[src/rtl/nib_word_buffer_pkg.sv]
// Shared constants and types for the nibble-to-word buffer.
// Buffer geometry and the read-FSM state encoding live here.
package nib_word_buffer_pkg;

  localparam int unsigned DEPTH_WORDS   = 1024;
  localparam int unsigned NIBS_PER_WORD = 4;
  localparam int unsigned WORD_AW       = 10;
  localparam int unsigned NIB_AW        = 12;
  localparam int unsigned WORD_W        = 16;

  // One extra bit on every count so "full" and "empty" differ.
  typedef logic [NIB_AW:0]  nib_cnt_t;
  typedef logic [WORD_AW:0] word_cnt_t;

  localparam nib_cnt_t FULL_FILL = nib_cnt_t'(DEPTH_WORDS * NIBS_PER_WORD);

  typedef enum logic [1:0] {
    RD_EMPTY = 2'd0,
    RD_FETCH = 2'd1,
    RD_VALID = 2'd2
  } rd_state_e;

endpackage

[src/rtl/nib_word_buffer_if.sv]
// Nibble input stream and word output stream of the buffer.
// slave = buffer side, master = producer/consumer side.
interface nib_word_buffer_if;
  import nib_word_buffer_pkg::*;

  logic              s_valid_i;
  logic              s_ready_o;
  logic [3:0]        s_data_i;
  logic              m_valid_o;
  logic              m_ready_i;
  logic [WORD_W-1:0] m_data_o;

  modport slave (
    input  s_valid_i, s_data_i, m_ready_i,
    output s_ready_o, m_valid_o, m_data_o
  );

  modport master (
    output s_valid_i, s_data_i, m_ready_i,
    input  s_ready_o, m_valid_o, m_data_o
  );

endinterface

[src/rtl/nib_word_rdfsm.sv]
// Read FSM: issues one RAM word read, registers the result, holds it until taken.
// Two cycles per word; m_valid_o/m_data_o stay stable while m_ready_i is low.
module nib_word_rdfsm
  import nib_word_buffer_pkg::*;
(
  input  logic              clk,
  input  logic              rst,
  input  logic              flush_i,
  input  logic              avail_i,
  output logic              rd_issue_o,
  output logic              hs_o,
  input  logic [WORD_W-1:0] ram_doa_i,
  input  logic              m_ready_i,
  output logic              m_valid_o,
  output logic [WORD_W-1:0] m_data_o
);

  rd_state_e         state_q, state_d;
  logic [WORD_W-1:0] data_q, data_d;

  always_comb begin
    state_d    = state_q;
    data_d     = data_q;
    rd_issue_o = 1'b0;
    hs_o       = 1'b0;
    unique case (state_q)
      RD_EMPTY: begin
        if (avail_i) begin
          rd_issue_o = 1'b1;
          state_d    = RD_FETCH;
        end
      end
      RD_FETCH: begin
        data_d  = ram_doa_i;
        state_d = RD_VALID;
      end
      RD_VALID: begin
        if (m_ready_i) begin
          hs_o = 1'b1;
          // Back-to-back: next read goes out in the handshake cycle.
          if (avail_i) begin
            rd_issue_o = 1'b1;
            state_d    = RD_FETCH;
          end else begin
            state_d = RD_EMPTY;
          end
        end
      end
      default: state_d = RD_EMPTY;
    endcase
    if (flush_i) begin
      state_d    = RD_EMPTY;
      rd_issue_o = 1'b0;
      hs_o       = 1'b0;
    end
  end

  always_ff @(posedge clk or posedge rst) begin
    if (rst) begin
      state_q <= RD_EMPTY;
      data_q  <= '0;
    end else begin
      state_q <= state_d;
      data_q  <= data_d;
    end
  end

  assign m_valid_o = (state_q == RD_VALID);
  assign m_data_o  = data_q;

endmodule

[src/rtl/nib_word_buffer.sv]
// 1024-word FIFO packing 4-bit nibbles into 16-bit words via an external dual-width RAM.
// Word readable 3 cycles after its last nibble; s_ready_o drops at 4096 buffered nibbles.
module nib_word_buffer
  import nib_word_buffer_pkg::*;
#(
  parameter int unsigned DELAY = 3
) (
  input  logic         clk_i,
  input  logic         rst_i,
  input  logic         flush_i,
  nib_word_buffer_if.slave bus,
  output logic [10:0]  level_o,
  output logic         ram_enb_o,
  output logic         ram_web_o,
  output logic [11:0]  ram_addrb_o,
  output logic [3:0]   ram_dib_o,
  output logic         ram_ena_o,
  output logic [1:0]   ram_wea_o,
  output logic [9:0]   ram_addra_o,
  input  logic [15:0]  ram_doa_i
);

  // Registered outputs update without delay; DELAY is kept for drop-in compatibility.
  localparam logic [31:0] DELAY_NS = 32'(DELAY);
  logic unused_delay;
  assign unused_delay = ^DELAY_NS;

  nib_cnt_t  wp_q, wp_d;
  word_cnt_t cw_q, cw_d;   // committed words
  word_cnt_t rp_q, rp_d;   // reads issued
  word_cnt_t cp_q, cp_d;   // words handshaken
  nib_cnt_t  fill;
  logic      nib_acc, rd_issue, hs, avail;

  assign fill          = wp_q - nib_cnt_t'({cp_q, 2'b00});
  assign bus.s_ready_o = (fill != FULL_FILL);
  assign nib_acc       = bus.s_valid_i & bus.s_ready_o & ~flush_i;
  assign avail         = (cw_q != rp_q);

  always_comb begin
    wp_d = wp_q;
    cw_d = cw_q;
    rp_d = rp_q;
    cp_d = cp_q;
    if (flush_i) begin
      wp_d = '0;
      cw_d = '0;
      rp_d = '0;
      cp_d = '0;
    end else begin
      if (nib_acc) begin
        wp_d = wp_q + nib_cnt_t'(1);
        // Commit only whole words, so the reader never sees a partial one.
        if (wp_q[1:0] == 2'(NIBS_PER_WORD - 1))
          cw_d = cw_q + word_cnt_t'(1);
      end
      if (rd_issue) rp_d = rp_q + word_cnt_t'(1);
      if (hs)       cp_d = cp_q + word_cnt_t'(1);
    end
  end

  always_ff @(posedge clk_i or posedge rst_i) begin
    if (rst_i) begin
      wp_q <= '0;
      cw_q <= '0;
      rp_q <= '0;
      cp_q <= '0;
    end else begin
      wp_q <= wp_d;
      cw_q <= cw_d;
      rp_q <= rp_d;
      cp_q <= cp_d;
    end
  end

  assign ram_enb_o   = nib_acc;
  assign ram_web_o   = nib_acc;
  assign ram_addrb_o = wp_q[NIB_AW-1:0];
  assign ram_dib_o   = bus.s_data_i;
  assign ram_ena_o   = rd_issue;
  assign ram_wea_o   = 2'b00;
  assign ram_addra_o = rp_q[WORD_AW-1:0];
  assign level_o     = cw_q - cp_q;

  nib_word_rdfsm u_rdfsm (
    .clk        (clk_i),
    .rst        (rst_i),
    .flush_i    (flush_i),
    .avail_i    (avail),
    .rd_issue_o (rd_issue),
    .hs_o       (hs),
    .ram_doa_i  (ram_doa_i),
    .m_ready_i  (bus.m_ready_i),
    .m_valid_o  (bus.m_valid_o),
    .m_data_o   (bus.m_data_o)
  );

endmodule
[src/flat_wrapper.sv]
// flat-port wrapper written by rule: the top's interface ports become plain ports
module nib_word_buffer_flat import nib_word_buffer_pkg::*;
#(
  parameter int unsigned DELAY = 3
)
  (clk_i, rst_i, flush_i, level_o, ram_enb_o, ram_web_o, ram_addrb_o, ram_dib_o, ram_ena_o, ram_wea_o, ram_addra_o, ram_doa_i, bus_s_valid_i, bus_s_data_i, bus_m_ready_i, bus_s_ready_o, bus_m_valid_o, bus_m_data_o);
  nib_word_buffer_if bus_i ();
  input  logic clk_i;
  input  logic rst_i;
  input  logic flush_i;
  output logic [10:0] level_o;
  output logic ram_enb_o;
  output logic ram_web_o;
  output logic [11:0] ram_addrb_o;
  output logic [3:0] ram_dib_o;
  output logic ram_ena_o;
  output logic [1:0] ram_wea_o;
  output logic [9:0] ram_addra_o;
  input  logic [15:0] ram_doa_i;
  input wire logic [$bits(bus_i.s_valid_i)-1:0] bus_s_valid_i;
  input wire logic [$bits(bus_i.s_data_i)-1:0] bus_s_data_i;
  input wire logic [$bits(bus_i.m_ready_i)-1:0] bus_m_ready_i;
  output wire logic [$bits(bus_i.s_ready_o)-1:0] bus_s_ready_o;
  output wire logic [$bits(bus_i.m_valid_o)-1:0] bus_m_valid_o;
  output wire logic [$bits(bus_i.m_data_o)-1:0] bus_m_data_o;
  assign bus_i.s_valid_i = bus_s_valid_i;
  assign bus_i.s_data_i = bus_s_data_i;
  assign bus_i.m_ready_i = bus_m_ready_i;
  assign bus_s_ready_o = bus_i.s_ready_o;
  assign bus_m_valid_o = bus_i.m_valid_o;
  assign bus_m_data_o = bus_i.m_data_o;
  nib_word_buffer #(.DELAY(DELAY)) u_core (.clk_i(clk_i), .rst_i(rst_i), .flush_i(flush_i), .bus(bus_i), .level_o(level_o), .ram_enb_o(ram_enb_o), .ram_web_o(ram_web_o), .ram_addrb_o(ram_addrb_o), .ram_dib_o(ram_dib_o), .ram_ena_o(ram_ena_o), .ram_wea_o(ram_wea_o), .ram_addra_o(ram_addra_o), .ram_doa_i(ram_doa_i));
endmodule
[config.mk]
export PLATFORM = sky130hd
export DESIGN_NAME = nib_word_buffer_flat
export DESIGN_NICKNAME = d
export VERILOG_FILES = /design/src/rtl/nib_word_buffer_pkg.sv /design/src/rtl/nib_word_buffer_if.sv /design/src/rtl/nib_word_rdfsm.sv /design/src/rtl/nib_word_buffer.sv /design/src/flat_wrapper.sv
export SDC_FILE = /design/constraint.sdc
export NUM_CORES = 1
export LEC_CHECK = 0
export CORE_UTILIZATION = 53
export DETAILED_ROUTE_END_ITERATION = 10
export GPL_TIMING_DRIVEN = 0
export HOLD_SLACK_MARGIN = 0.1
export PLACE_DENSITY_LB_ADDON = 0.25
export SETUP_SLACK_MARGIN = 0.5
export SYNTH_ARGS = -nofsm -noshare
export SYNTH_HDL_FRONTEND = slang
export SYNTH_SLANG_ARGS = --single-unit
export TNS_END_PERCENT = 100
[constraint.sdc]
create_clock -name clk_i -period 3.4 [get_ports clk_i]
set_clock_uncertainty 0.05 [all_clocks]
set_input_delay 0.51 -clock clk_i [delete_from_list [all_inputs] [get_ports clk_i]]
set_output_delay 0.51 -clock clk_i [all_outputs]
set_load 0.01 [all_outputs]
==> results.sh <==
export IMPL_grtUsageTotal_pct=29.4
export IMPL_hp_start="u_core.u_rdfsm.m_data_o[1]$_DFFE_PP0N_"
export IMPL_leakage_nw=2.77
export IMPL_fp_row_count=32
export IMPL_yosysSeqAreaShare_pct=37.1
export IMPL_cp_end_kind="primary output"
export IMPL_max_slew_worst_pin_slew_ns=0.740
export IMPL_hold_viol=0
export IMPL_design_area_um2=6180
export IMPL_antenna_found_initial=0
export IMPL_final_net_count=657
export IMPL_hold_depth=1
export IMPL_clkSinkCount=64
export IMPL_port_buffers=76
export IMPL_yosys_most_used_dff="dfrtp_1"
export IMPL_die_x_um=92.2
export IMPL_dp_hpwl_um=7720
export IMPL_synth_top_cell_area_share_pct=37.1
export IMPL_ctsHtreeMaxLevel=3
export IMPL_path_max_fanout=2
export IMPL_yosysWarnings=0
export IMPL_synth_compound_area_share_pct=8.73
export IMPL_fin_setup_tns_ns=0
export IMPL_detail_route_first_pass_iterations=7
export IMPL_clk_latency_ns=0.35
export IMPL_maxSlewViolCount=0
export IMPL_worstPathArrival_ns=2.71
export IMPL_hold_buffers=0
export IMPL_fmax_mhz=306
export IMPL_synth_edff_count=0
export IMPL_multi_input_area_um2=2730
export IMPL_postRouteAntennaNets=0
export IMPL_synth_area_um2=4310
export IMPL_powerDensity_nw_per_um2=360
export IMPL_worstSetupPathType="reg2out"
export IMPL_hold_class="reg2reg"
export IMPL_ir_drop_mv=0.422
export IMPL_syn2layout_area_growth_pct=43.4
export IMPL_start_kind="flop"
export IMPL_clk_pin_slew_worst_paths_ns=0.07
export IMPL_synthTopCellsByCount="dfrtp_1, nor2_1, buf_4"
export IMPL_required_ns=2.84
export IMPL_fin_crit_sh_pct=96.1
export IMPL_die_h_um=92.2
export IMPL_grt_pass1_wl_um=19200
export IMPL_core_region_area_um2=7810
export IMPL_dp_cells=652
export IMPL_power_mw=2.22
export IMPL_synth_cells=472
export IMPL_io_pins=85
export IMPL_outcome="finished, final reports clean"
export IMPL_place_area_um2=5230
export IMPL_ys_ff_latch=64
export IMPL_ys_top_cells_by_area="dfrtp_1, ha_1, mux2_2"
export IMPL_start_util_pct=55.2
export IMPL_rsz0062_at_grt="yes"
export IMPL_worst_r2r_path_depth=11
export IMPL_drc=0
export IMPL_yosysMostFrequentCell="dfrtp_1"
export IMPL_synth_top_area_cell="dfrtp_1"
export IMPL_cts_tree="done"
export IMPL_cts_root_buf="clkbuf_8"
export IMPL_rr_endpoint="u_core.cw_q[8]$_DFFE_PP0P_"
export IMPL_synthArstFlopShare_pct=100
export IMPL_final_layout_size_suffix_gt1_share_pct=35.4
export IMPL_r2r_start="u_core.cp_q[1]$_DFFE_PP0P_"
export IMPL_synthMuxAreaShare_pct=8.73
export IMPL_clockBufferDepth=2
export IMPL_drv_cap=0
export IMPL_min_to="u_core.u_rdfsm.m_data_o[1]$_DFFE_PP0N_"
export IMPL_drt_iter0_drc=415
export IMPL_synth_top_family_by_area="simple AND/OR/NAND/NOR gates"
export IMPL_routedWlPerCell_um=18.6
export IMPL_final_cell_count_no_fill=713
export IMPL_avgSynthCellArea_um2=9.14
export IMPL_synth_xor_area_share_pct=7.72
export IMPL_num_vias=4241
export IMPL_r2r_slack_ns=0.38
export IMPL_setup_violations=0
export IMPL_seq_area_um2=1620
export IMPL_nFillCells=478
export IMPL_grt_max_degree=34
export IMPL_grt_remaining_overflow=0
export IMPL_routed_wl_um=13300
export IMPL_gp_congestion=0.880
export IMPL_period_needed_ns=3.27
export IMPL_dieArea_um2=8500
export IMPL_grt_pass1_vias=4134
export IMPL_diodes=0
export IMPL_viasPerCell=5.95
export IMPL_holdWs_ns=0.453
export IMPL_synth_simple_area_share_pct=20.8
export IMPL_cts_buffers=9
export IMPL_relSlewSlack_pct=50.7
export IMPL_synth_fa_ha_area_share_pct=7.72
export IMPL_ys_types=49
-- what timing repair did --
item                       CTS  global route
gates resized for setup     85            73
cloned                       0             0
setup buffers               35            10
pin swaps                   16            20
setup endpoints to repair   32            31
-- per-stage QoR --
stage          utilization (%)  setup WS [ns]
6_report                  79.2          0.134
5_1_grt                   79.2          0.105
4_1_cts                   74.8          0.258
3_5_place_dp              66.9         -0.202
3_3_place_gp              66.7        -0.0358
2_1_floorplan                -          0.600
-- worst max-delay path by stage --
| stage | startpoint | end | slack [ns] | cells after the start |
|---|---|---|---|---|
| after floorplan | u_core.wp_q[4]$_DFFE_PP0P_ | ram_web_o | 0.60 | 9 |
| after global placement | u_core.cp_q[1]$_DFFE_PP0P_ | ram_web_o | -0.04 | 11 |
| after detailed placement | u_core.cp_q[1]$_DFFE_PP0P_ | ram_web_o | -0.20 | 11 |
| after CTS | u_core.wp_q[6]$_DFFE_PP0P_ | ram_web_o | 0.26 | 9 |
| after global routing | u_core.cp_q[1]$_DFFE_PP0P_ | ram_web_o | 0.11 | 11 |
| final | u_core.cp_q[1]$_DFFE_PP0P_ | ram_web_o | 0.13 | 11 |
-- routing by layer --
metal / GRT usage, % / vias to the layer above / wire [um]
li1: - / 1873 / -
met1: 32.9 / 2029 / 4770
met2: 50.1 / 245 / 6580
met3: 6.22 / 94 / 958
met4: 19.4 / 0 / 968
met5: 1.28 / - / 0
-- report_power, final --
part	internal, mW	switching (mW)	total [mW]
sequential	0.871	0.0618	0.933
clock	0.321	0.294	0.615
combinational	0.403	0.271	0.675
total	1.60	0.627	2.22
-- registers in the layout (all words and copies together) (netlist names) --
register                 flops
u_core.cp_q                 11
u_core.cw_q                 11
u_core.rp_q                 11
u_core.u_rdfsm.m_data_o     16
u_core.u_rdfsm.state_q       2
u_core.wp_q                 13
-- layout make-up --
cell class,count,share of cell area (%)
tap,102,2.06
buffer,44,5.10
sequential,64,26.2
inverter,28,1.74
clock inverter,3,0.243
clock buffer,13,2.73
multi-input combinational,337,44.2
timing repair buffer,122,17.8
-- kinds of logic after synthesis --
family          count (synthesis)
fa+ha+maj                      26
simple gates                  179
other cells                     1
mux                            34
compound gates                 58
flops                          64
xor+xnor                       38
buf+inv                        72
-- cell usage in the layout (no fill, tap or decap), types with 17 or more instances in the layout --
cell              n
nand2_1          25
mux2_2           25
buf_4            72
inv_1            17
clkdlybuf4s50_1  64
xnor2_1          20
nor2_1           55
xor2_1           17
dfrtp_1          51
nand3_1          17
-- critical path, stage by stage, from the launching register on --
cell and delay, ns:
dfrtp_2 0.38, inv_2 0.06, ha_1 0.32, nand2b_1 0.16, a21oi_1 0.31, nor4_1 0.10
o32a_1 0.37, and4_4 0.22, nor2b_4 0.11, nor2b_4 0.15, buf_6 0.09, buf_6 0.08
(Power assumes the default switching activity.)
